### config.mk
export PLATFORM = sky130hd
export DESIGN_NAME = fsm_experiment_seq_flat
export DESIGN_NICKNAME = d
export VERILOG_FILES = /design/src/rtl/fsm_experiment_seq_if.sv /design/src/rtl/fsm_experiment_seq.sv /design/src/flat_wrapper.sv
export SDC_FILE = /design/constraint.sdc
export NUM_CORES = 1
export LEC_CHECK = 0
export BUFFER_PORTS_ARGS = -buffer_cell sky130_fd_sc_hd__buf_2
export CAP_MARGIN = 20
export CELL_PAD_IN_SITES_DETAIL_PLACEMENT = 0
export CELL_PAD_IN_SITES_GLOBAL_PLACEMENT = 1
export CORE_AREA = 2 2 259 261
export CTS_CLUSTER_SIZE = 28
export DETAILED_ROUTE_END_ITERATION = 12
export DIE_AREA = 0 0 261 263
export PLACE_DENSITY = 0.75
export SLEW_MARGIN = 20
export SYNTH_ARGS = -nofsm -noshare
export SYNTH_HDL_FRONTEND = slang
export SYNTH_SLANG_ARGS = --single-unit
### constraint.sdc
create_clock -name clock -period 19.9 [get_ports clock]
set_clock_uncertainty 0.1 [all_clocks]
set_input_delay 2.985 -clock clock [delete_from_list [all_inputs] [get_ports clock]]
set_output_delay 2.985 -clock clock [all_outputs]
set_load 0.03 [all_outputs]
### src/rtl/fsm_experiment_seq_if.sv
// ---------------------------------------------------------------------------
// fsm_experiment_seq_if
//
// Bundles the front-panel inputs, the latched trigger configuration and the
// timing-core outputs of fsm_experiment_seq into one port. clock and
// reset_signal are not part of the bundle; they stay plain ports on the core.
//
// Signals
//   start_signal       arm request, rising edge starts a shot
//   abort_signal       rising edge aborts a running shot
//   fg_signal          FG opto input
//   wire_signal        wire-break input
//   phase_signal       phase reference input
//   detector_ready     detector ready level (low = busy)
//   trig_delay         per-channel delay after the phase edge, channel i = [i*CNT_W +: CNT_W]
//   trig_len           per-channel pulse length, 0 disables the channel
//   detonation_signal  detonation pulse
//   output_trigger     one trigger pulse per channel
//   scenario_state     {4'b0, state code}
//   counter_out        internal cycle counter
//   error_code         0 none, 1 wire timeout, 2 detector timeout, 3 abort
//
// Modports
//   master  the side that drives the front panel and watches the outputs
//   slave   the timing core itself
// ---------------------------------------------------------------------------
interface fsm_experiment_seq_if #(
    parameter int N_TRIG = 4,
    parameter int CNT_W  = 32
);
    logic                    start_signal;
    logic                    abort_signal;
    logic                    fg_signal;
    logic                    wire_signal;
    logic                    phase_signal;
    logic                    detector_ready;
    logic [N_TRIG*CNT_W-1:0] trig_delay;
    logic [N_TRIG*CNT_W-1:0] trig_len;

    logic                    detonation_signal;
    logic [N_TRIG-1:0]       output_trigger;
    logic [7:0]              scenario_state;
    logic [CNT_W-1:0]        counter_out;
    logic [1:0]              error_code;

    modport master (
        output start_signal, abort_signal, fg_signal, wire_signal, phase_signal,
               detector_ready, trig_delay, trig_len,
        input  detonation_signal, output_trigger, scenario_state, counter_out, error_code
    );

    modport slave (
        input  start_signal, abort_signal, fg_signal, wire_signal, phase_signal,
               detector_ready, trig_delay, trig_len,
        output detonation_signal, output_trigger, scenario_state, counter_out, error_code
    );
endinterface

### src/rtl/fsm_experiment_seq.sv
// ---------------------------------------------------------------------------
// fsm_experiment_seq
//
// Timing core between the front-panel inputs and the trigger fan-out. One
// shot runs: start edge -> FG opto edge -> fixed FG open delay -> detonation
// pulse -> wire break edge -> phase edge -> N_TRIG independently delayed and
// sized trigger pulses -> detector busy/ready supervision -> finished.
// A rising abort edge during a shot forces ERROR; timeouts are reported on
// error_code.
//
// Ports
//   clock          system clock
//   reset_signal   asynchronous reset, active-high
//   bus            fsm_experiment_seq_if.slave (front-panel inputs, trigger
//                  configuration, detonation/trigger outputs, state, counter,
//                  error code)
//
// Parameters
//   N_TRIG         number of trigger channels (1..8)
//   CNT_W          width of the counter and the per-channel delay/length fields
//   FG_OPEN_DELAY  cycles spent in FG_WAIT_OPEN (>= 1)
//   DETONATE_LEN   detonation_signal high time in cycles (>= 1)
//   DET_TIMEOUT    maximum cycles in DET_WAIT before a forced finish (>= 1)
//   WIRE_TIMEOUT   maximum cycles in WIRE_WAIT, only used with WIRE_TIMEOUT_EN
//
// Build option
//   WIRE_TIMEOUT_EN  when defined, WIRE_WAIT counts and gives up after
//                    WIRE_TIMEOUT cycles with error_code 1. When undefined
//                    WIRE_WAIT waits forever and error_code 1 never occurs.
// ---------------------------------------------------------------------------
module fsm_experiment_seq #(
    parameter int N_TRIG        = 4,
    parameter int CNT_W         = 32,
    parameter int FG_OPEN_DELAY = 400_000,
    parameter int DETONATE_LEN  = 200,
    parameter int DET_TIMEOUT   = 1_400_000,
    parameter int WIRE_TIMEOUT  = 2_000_000
) (
    input  logic                 clock,
    input  logic                 reset_signal,
    fsm_experiment_seq_if.slave  bus
);

    typedef enum logic [3:0] {
        ST_IDLE         = 4'd0,
        ST_FG_WAIT_OPTO = 4'd1,
        ST_FG_WAIT_OPEN = 4'd2,
        ST_DETONATE     = 4'd3,
        ST_WIRE_WAIT    = 4'd4,
        ST_PHASE_WAIT   = 4'd5,
        ST_TRIG_RUN     = 4'd6,
        ST_DET_BUSY     = 4'd7,
        ST_DET_WAIT     = 4'd8,
        ST_FINISHED     = 4'd9,
        ST_ERROR        = 4'd10
    } state_t;

    // Bit positions of the inputs inside the history vectors.
    localparam int IDX_START = 0;
    localparam int IDX_ABORT = 1;
    localparam int IDX_FG    = 2;
    localparam int IDX_WIRE  = 3;
    localparam int IDX_PHASE = 4;
    localparam int IDX_READY = 5;
    localparam int N_IN      = 6;

    state_t                  state;
    state_t                  next_state;
    logic [CNT_W-1:0]        counter;
    logic [CNT_W-1:0]        next_counter;
    logic [1:0]              err;
    logic [1:0]              next_err;
    logic                    latch_cfg;

    logic [N_IN-1:0]         in_now;
    logic [N_IN-1:0]         hist_new;
    logic [N_IN-1:0]         hist_old;

    logic                    start_rise;
    logic                    abort_rise;
    logic                    fg_rise;
    logic                    wire_rise;
    logic                    phase_rise;
    logic                    start_level;
    logic                    abort_level;
    logic                    ready_level;
    logic                    unused_ready_old;

    logic [N_TRIG*CNT_W-1:0] delay_q;
    logic [N_TRIG*CNT_W-1:0] len_q;
    logic [CNT_W:0]          trig_end [N_TRIG];
    logic [CNT_W:0]          max_end;
    logic                    trig_done;
    logic                    abortable;
    logic [N_TRIG-1:0]       trig;

    assign in_now = {bus.detector_ready, bus.phase_signal, bus.wire_signal,
                     bus.fg_signal, bus.abort_signal, bus.start_signal};

    // Two-flop history for every front-panel input. The FSM only ever looks
    // at these registered copies, so an input first seen high at one clock
    // causes its transition on the following clock.
    always_ff @(posedge clock or posedge reset_signal) begin
        if (reset_signal) begin
            hist_new <= '0;
            hist_old <= '0;
        end else begin
            hist_new <= in_now;
            hist_old <= hist_new;
        end
    end

    // An edge is the history pattern old=0, new=1; levels use the newer flop.
    assign start_rise  = hist_new[IDX_START] & ~hist_old[IDX_START];
    assign abort_rise  = hist_new[IDX_ABORT] & ~hist_old[IDX_ABORT];
    assign fg_rise     = hist_new[IDX_FG]    & ~hist_old[IDX_FG];
    assign wire_rise   = hist_new[IDX_WIRE]  & ~hist_old[IDX_WIRE];
    assign phase_rise  = hist_new[IDX_PHASE] & ~hist_old[IDX_PHASE];
    assign start_level = hist_new[IDX_START];
    assign abort_level = hist_new[IDX_ABORT];
    assign ready_level = hist_new[IDX_READY];

    // detector_ready is only ever used as a level.
    assign unused_ready_old = hist_old[IDX_READY];

    // Trigger configuration is captured once at the start edge so that a
    // panel change mid-shot cannot move a pulse that is already scheduled.
    always_ff @(posedge clock or posedge reset_signal) begin
        if (reset_signal) begin
            delay_q <= '0;
            len_q   <= '0;
        end else if (latch_cfg) begin
            delay_q <= bus.trig_delay;
            len_q   <= bus.trig_len;
        end
    end

    // Window end of every channel, one bit wider than the fields so that
    // delay + length cannot wrap. The run stops at the latest end among the
    // channels whose length is non-zero; with none enabled that is 0.
    always_comb begin
        max_end = '0;
        for (int i = 0; i < N_TRIG; i++) begin
            trig_end[i] = {1'b0, delay_q[i*CNT_W +: CNT_W]} + {1'b0, len_q[i*CNT_W +: CNT_W]};
            if ((len_q[i*CNT_W +: CNT_W] != '0) && (trig_end[i] > max_end)) begin
                max_end = trig_end[i];
            end
        end
    end

    // A window ending beyond the counter range is cut off when the counter
    // saturates rather than letting it wrap and re-open early windows.
    assign trig_done = ({1'b0, counter} >= max_end) || (&counter);

    assign abortable = !(state inside {ST_IDLE, ST_FINISHED, ST_ERROR});

    // State, counter and error code registers.
    always_ff @(posedge clock or posedge reset_signal) begin
        if (reset_signal) begin
            state   <= ST_IDLE;
            counter <= '0;
            err     <= 2'd0;
        end else begin
            state   <= next_state;
            counter <= next_counter;
            err     <= next_err;
        end
    end

    // Next-state logic. Every timed state enters with the counter at 0 and
    // leaves when the counter shows the last cycle of its interval, so a
    // state timed for N cycles is held for exactly N clocks. The abort check
    // comes last so that it overrides whatever the state itself decided.
    always_comb begin
        next_state   = state;
        next_counter = counter;
        next_err     = err;
        latch_cfg    = 1'b0;

        case (state)
            ST_IDLE: begin
                next_counter = '0;
                if (start_rise) begin
                    next_state = ST_FG_WAIT_OPTO;
                    next_err   = 2'd0;
                    latch_cfg  = 1'b1;
                end
            end

            ST_FG_WAIT_OPTO: begin
                if (fg_rise) begin
                    next_state   = ST_FG_WAIT_OPEN;
                    next_counter = '0;
                end
            end

            ST_FG_WAIT_OPEN: begin
                if (counter == CNT_W'(FG_OPEN_DELAY - 1)) begin
                    next_state   = ST_DETONATE;
                    next_counter = '0;
                end else begin
                    next_counter = counter + 1'b1;
                end
            end

            ST_DETONATE: begin
                if (counter == CNT_W'(DETONATE_LEN - 1)) begin
                    next_state   = ST_WIRE_WAIT;
                    next_counter = '0;
                end else begin
                    next_counter = counter + 1'b1;
                end
            end

            ST_WIRE_WAIT: begin
                if (wire_rise) begin
                    next_state   = ST_PHASE_WAIT;
                    next_counter = '0;
                end
`ifdef WIRE_TIMEOUT_EN
                else if (counter == CNT_W'(WIRE_TIMEOUT - 1)) begin
                    next_state   = ST_ERROR;
                    next_counter = '0;
                    next_err     = 2'd1;
                end else begin
                    next_counter = counter + 1'b1;
                end
`endif
            end

            ST_PHASE_WAIT: begin
                if (phase_rise) begin
                    next_state   = ST_TRIG_RUN;
                    next_counter = '0;
                end
            end

            ST_TRIG_RUN: begin
                if (trig_done) begin
                    next_state   = ST_DET_BUSY;
                    next_counter = '0;
                end else begin
                    next_counter = counter + 1'b1;
                end
            end

            ST_DET_BUSY: begin
                if (!ready_level) begin
                    next_state   = ST_DET_WAIT;
                    next_counter = '0;
                end
            end

            ST_DET_WAIT: begin
                if (ready_level) begin
                    next_state   = ST_FINISHED;
                    next_counter = '0;
                end else if (counter == CNT_W'(DET_TIMEOUT - 1)) begin
                    next_state   = ST_FINISHED;
                    next_counter = '0;
                    next_err     = 2'd2;
                end else begin
                    next_counter = counter + 1'b1;
                end
            end

            ST_FINISHED: begin
                // Waiting for start to drop prevents a held button re-firing.
                if (!start_level) begin
                    next_state   = ST_IDLE;
                    next_counter = '0;
                end
            end

            ST_ERROR: begin
                next_counter = '0;
                if (!start_level && !abort_level) begin
                    next_state = ST_IDLE;
                end
            end

            default: begin
                next_state   = ST_IDLE;
                next_counter = '0;
            end
        endcase

        if (abortable && abort_rise) begin
            next_state   = ST_ERROR;
            next_counter = '0;
            next_err     = 2'd3;
            latch_cfg    = 1'b0;
        end
    end

    // Trigger pulses are decoded straight from the state and counter, so a
    // reset or an abort silences them in the same cycle the state changes.
    always_comb begin
        trig = '0;
        if (state == ST_TRIG_RUN) begin
            for (int i = 0; i < N_TRIG; i++) begin
                trig[i] = ({1'b0, counter} >= {1'b0, delay_q[i*CNT_W +: CNT_W]}) &&
                          ({1'b0, counter} < trig_end[i]);
            end
        end
    end

`ifndef WIRE_TIMEOUT_EN
    logic unused_wire_timeout;
    assign unused_wire_timeout = (WIRE_TIMEOUT != 0);
`endif

    assign bus.detonation_signal = (state == ST_DETONATE);
    assign bus.output_trigger    = trig;
    assign bus.scenario_state    = {4'b0000, state};
    assign bus.counter_out       = counter;
    assign bus.error_code        = err;

endmodule

### src/flat_wrapper.sv
// flat-port wrapper written by rule: the top's interface ports become plain ports
module fsm_experiment_seq_flat 
#(
    parameter int N_TRIG        = 4,
    parameter int CNT_W         = 32,
    parameter int FG_OPEN_DELAY = 400_000,
    parameter int DETONATE_LEN  = 200,
    parameter int DET_TIMEOUT   = 1_400_000,
    parameter int WIRE_TIMEOUT  = 2_000_000
)
  (clock, reset_signal, bus_start_signal, bus_abort_signal, bus_fg_signal, bus_wire_signal, bus_phase_signal, bus_detector_ready, bus_trig_delay, bus_trig_len, bus_detonation_signal, bus_output_trigger, bus_scenario_state, bus_counter_out, bus_error_code);
  fsm_experiment_seq_if #(.N_TRIG(N_TRIG), .CNT_W(CNT_W)) bus_i ();
  input  logic clock;
  input  logic reset_signal;
  input wire logic [$bits(bus_i.start_signal)-1:0] bus_start_signal;
  input wire logic [$bits(bus_i.abort_signal)-1:0] bus_abort_signal;
  input wire logic [$bits(bus_i.fg_signal)-1:0] bus_fg_signal;
  input wire logic [$bits(bus_i.wire_signal)-1:0] bus_wire_signal;
  input wire logic [$bits(bus_i.phase_signal)-1:0] bus_phase_signal;
  input wire logic [$bits(bus_i.detector_ready)-1:0] bus_detector_ready;
  input wire logic [$bits(bus_i.trig_delay)-1:0] bus_trig_delay;
  input wire logic [$bits(bus_i.trig_len)-1:0] bus_trig_len;
  output wire logic [$bits(bus_i.detonation_signal)-1:0] bus_detonation_signal;
  output wire logic [$bits(bus_i.output_trigger)-1:0] bus_output_trigger;
  output wire logic [$bits(bus_i.scenario_state)-1:0] bus_scenario_state;
  output wire logic [$bits(bus_i.counter_out)-1:0] bus_counter_out;
  output wire logic [$bits(bus_i.error_code)-1:0] bus_error_code;
  assign bus_i.start_signal = bus_start_signal;
  assign bus_i.abort_signal = bus_abort_signal;
  assign bus_i.fg_signal = bus_fg_signal;
  assign bus_i.wire_signal = bus_wire_signal;
  assign bus_i.phase_signal = bus_phase_signal;
  assign bus_i.detector_ready = bus_detector_ready;
  assign bus_i.trig_delay = bus_trig_delay;
  assign bus_i.trig_len = bus_trig_len;
  assign bus_detonation_signal = bus_i.detonation_signal;
  assign bus_output_trigger = bus_i.output_trigger;
  assign bus_scenario_state = bus_i.scenario_state;
  assign bus_counter_out = bus_i.counter_out;
  assign bus_error_code = bus_i.error_code;
  fsm_experiment_seq #(.N_TRIG(N_TRIG), .CNT_W(CNT_W), .FG_OPEN_DELAY(FG_OPEN_DELAY), .DETONATE_LEN(DETONATE_LEN), .DET_TIMEOUT(DET_TIMEOUT), .WIRE_TIMEOUT(WIRE_TIMEOUT)) u_core (.clock(clock), .reset_signal(reset_signal), .bus(bus_i));
endmodule
==> reports/results.txt <==
Synthesized netlist cell count -> 3179
Final Hold Fails -> 0
Crit path required time -> 20.29 ns
Initial Utilization -> 44.7%
Reg2Reg Setup Slack -> 5.89 ns
Synthesis-to-finish area growth -> 12.6%
Post-synthesis instance area -> 0.0293 mm^2
Post-synth EDFFs -> 0
Reg-to-Reg End -> u_core.bus.counter_out[20]$_DFFE_PP0P_
Detailed Place HPWL -> 80.9 mm
Fin. max-slew vios -> 0
Worst EP arrival -> 14.40 ns
Worst-skew pair later-pin latency -> 0.56 ns
Hold Path Depth -> 0
DR WL/cell -> 23.3 um
Via count -> 26.0k
Setup Crit Path Kind -> flip-flop to flip-flop
Root Driver -> clkbuf_16
Largest net degree at the start of global routing -> 100
FFs w/ async S/R, synth -> 100%
CTS Buffer Depth -> 3
CTS tree -> built
Router iterations before antenna repair -> 8
Cts bufs inserted -> 35
Maximum fanout along the worst path -> 53
Worst min path class -> flip-flop to flip-flop
Post-synth top area share -> 26.0%
Synthesized area per cell -> 9.23 um^2
Period utilisation layout -> 70.4%
RSZ-0062 raised after global routing -> false
Core Region -> 0.0656 mm^2
Clk slew on worst S/H paths -> 0.06 ns
Worst-margin pin slew -> 1.02 ns
Critical R2R Launch -> u_core.len_q[32]$_DFFE_PP0P_
Multi-input logic area -> 0.0202 mm^2
Die width -> 261 um
Antenna viol nets, final -> 0
Top-count cell post-synth -> ha_1
I/O Buffers -> 306
#FFs+latches synth -> 305
# hold bufs at CTS -> 0
Die Y -> 263 um
Top_reg_cell synth -> dfrtp_1
Initial DRC Count -> 1897
Total GRT Usage -> 29.1%
First-pass GRT wire length -> 154 mm
Ratio of cells with drive above 1 in the final layout -> 21.5%
Crit path largest cell delay -> 0.78 ns
MaxCap Viol Count -> 0
Setup TNS -> 0 ns
Die ar. -> 0.0686 mm^2
CP startpoint kind -> flip-flop
Setup crit end kind -> flip-flop
Sequential area share after synthesis -> 26.0%
# DRC -> 0
Max Clk Rate -> 71.4 MHz
Worst R2R Path Depth -> 49
H-tree depth -> 2
Post-CTS Setup Bufs -> 0
Max-slew headroom -> 32.1%
Slowest cell on the critical path -> a21o_2
Area contributors post-synth -> dfrtp_1 (26%), ha_1 (22%), mux2_2 (12%)
Fill count -> 6159
Total grt overflow -> 0
Count of final setup violators -> 0
YS warnings -> 0
Vias in the first global route -> 26.2k
Detailed Route WL -> 102 mm
Final nets -> 4260
Ports -> 311
HP Start -> u_core.hist_new[2]$_DFF_PP0_
TritonCTS Sinks -> 305
Yosys cell types -> 93
Min cycle time layout -> 14.01 ns
Worst-case hold path end point -> u_core.hist_old[2]$_DFF_PP0_
Initial antenna violation count -> 1
Synth area leader -> dfrtp_1
Status -> completed
Num rows -> 94
Synth top cells by count -> ha_1 (512), dfrtp_1 (305), mux2_2 (300), inv_1 (283), a21oi_1 (244)
CTS resizes -> 0
Vias per cell -> 5.94
GP Congestion -> 1.02
FF/Latch Area -> 0.00763 mm^2
-- critical path: cells and delay by family, from the launching register on --
family / cells / cell delay (ns)
flip-flops: 1 / 0.38
AO/OA/AOI/OAI: 29 / 7.75
multiplexers: 1 / 0.43
adder cells (fa/ha/maj): 6 / 1.61
AND/OR/NAND/NOR: 9 / 2.10
buffers and inverters: 3 / 0.99
XOR/XNOR: 1 / 0.49
-- area by class of cell --
type,instances,share of cell area [%]
Antenna cell,2,0.0152
Clock buffer,52,3.12
Clock inverter,8,0.330
Inverter,283,3.24
Multi-Input combinational cell,2502,61.2
Sequential cell,305,23.1
Tap cell,864,3.27
Timing Repair Buffer,353,5.70
-- how the worst max path moves through the flow --
stage | startpoint | cells after the start | slack, ns | end
finish | u_core.len_q[32]$_DFFE_PP0P_ | 49 | 5.89 | u_core.bus.counter_out[20]$_DFFE_PP0P_
global route | u_core.len_q[0]$_DFFE_PP0P_ | 50 | 4.97 | u_core.bus.counter_out[20]$_DFFE_PP0P_
CTS | u_core.len_q[32]$_DFFE_PP0P_ | 48 | 6.20 | u_core.bus.counter_out[31]$_DFFE_PP0P_
detailed placement | u_core.len_q[0]$_DFFE_PP0P_ | 48 | 6.23 | u_core.bus.counter_out[31]$_DFFE_PP0P_
global placement | u_core.len_q[0]$_DFFE_PP0P_ | 49 | 6.44 | u_core.bus.counter_out[31]$_DFFE_PP0P_
floorplan | u_core.len_q[14]$_DFFE_PP0P_ | 50 | 8.09 | u_core.bus.counter_out[6]$_DFFE_PP0P_
-- metal layers --
layer / track usage [%] / vias to the layer above / routed length [um]
met1: 40.6 / 12692 / 46900
li1: - / 12322 / -
met3: 3.41 / 129 / 5830
met5: 0 / - / 0
met4: 8.23 / 0 / 2800
met2: 47.1 / 827 / 46100
-- cell families (layout without fill, tap and decap cells) --
family / Yosys count / after routing / synth area share (%)
other cells: 1 / 6 / 0.0128
fa+ha+maj: 516 / 516 / 22.1
flops: 305 / 305 / 26.0
mux: 308 / 308 / 11.8
compound gates: 848 / 848 / 18.9
buf+inv: 375 / 696 / 5.15
simple gates: 722 / 722 / 12.9
xor+xnor: 104 / 104 / 3.11
-- registers in the layout, summed over array words and instances (netlist names) --
signal	cells
u_core.bus.counter_out	32
u_core.bus.error_code	2
u_core.delay_q	128
u_core.hist_new	6
u_core.hist_old	5
u_core.len_q	128
u_core.state	4
-- through the flow --
step | area, um^2 | setup WS (ns) | util, % | cells | hold slack (ns)
5_1_grt | 33000 | 4.97 | 50.3 | 4367 | 0.288
6_report | 33000 | 5.89 | 50.3 | 4369 | 0.274
3_5_place_dp | 31900 | 6.23 | 48.6 | 4307 | 0.263
3_3_place_gp | 31900 | 6.44 | 48.6 | 4307 | 0.260
4_1_cts | 33000 | 6.20 | 50.3 | 4367 | 0.276
2_1_floorplan | 29300 | 8.09 | - | 3182 | 0.246
-- cells in the final DEF (no fill, tap or decap), types with 35 or more instances in the layout --
master,count
mux2_2,300
xnor2_1,67
inv_1,282
buf_4,47
a21o_1,129
nor2b_1,58
nand2_1,134
o21a_1,36
nor2_1,150
xor2_1,37
clkbuf_16,35
nand3_1,64
ha_1,512
dfrtp_1,305
o21ai_0,170
nand4_1,70
nand2b_1,64
nor3_1,52
nor4_1,44
a21oi_1,244
buf_2,306
Power is left out: the tool's default activity adds up to more than one toggle a clock period on the data nets, which glitch-free logic cannot reach.
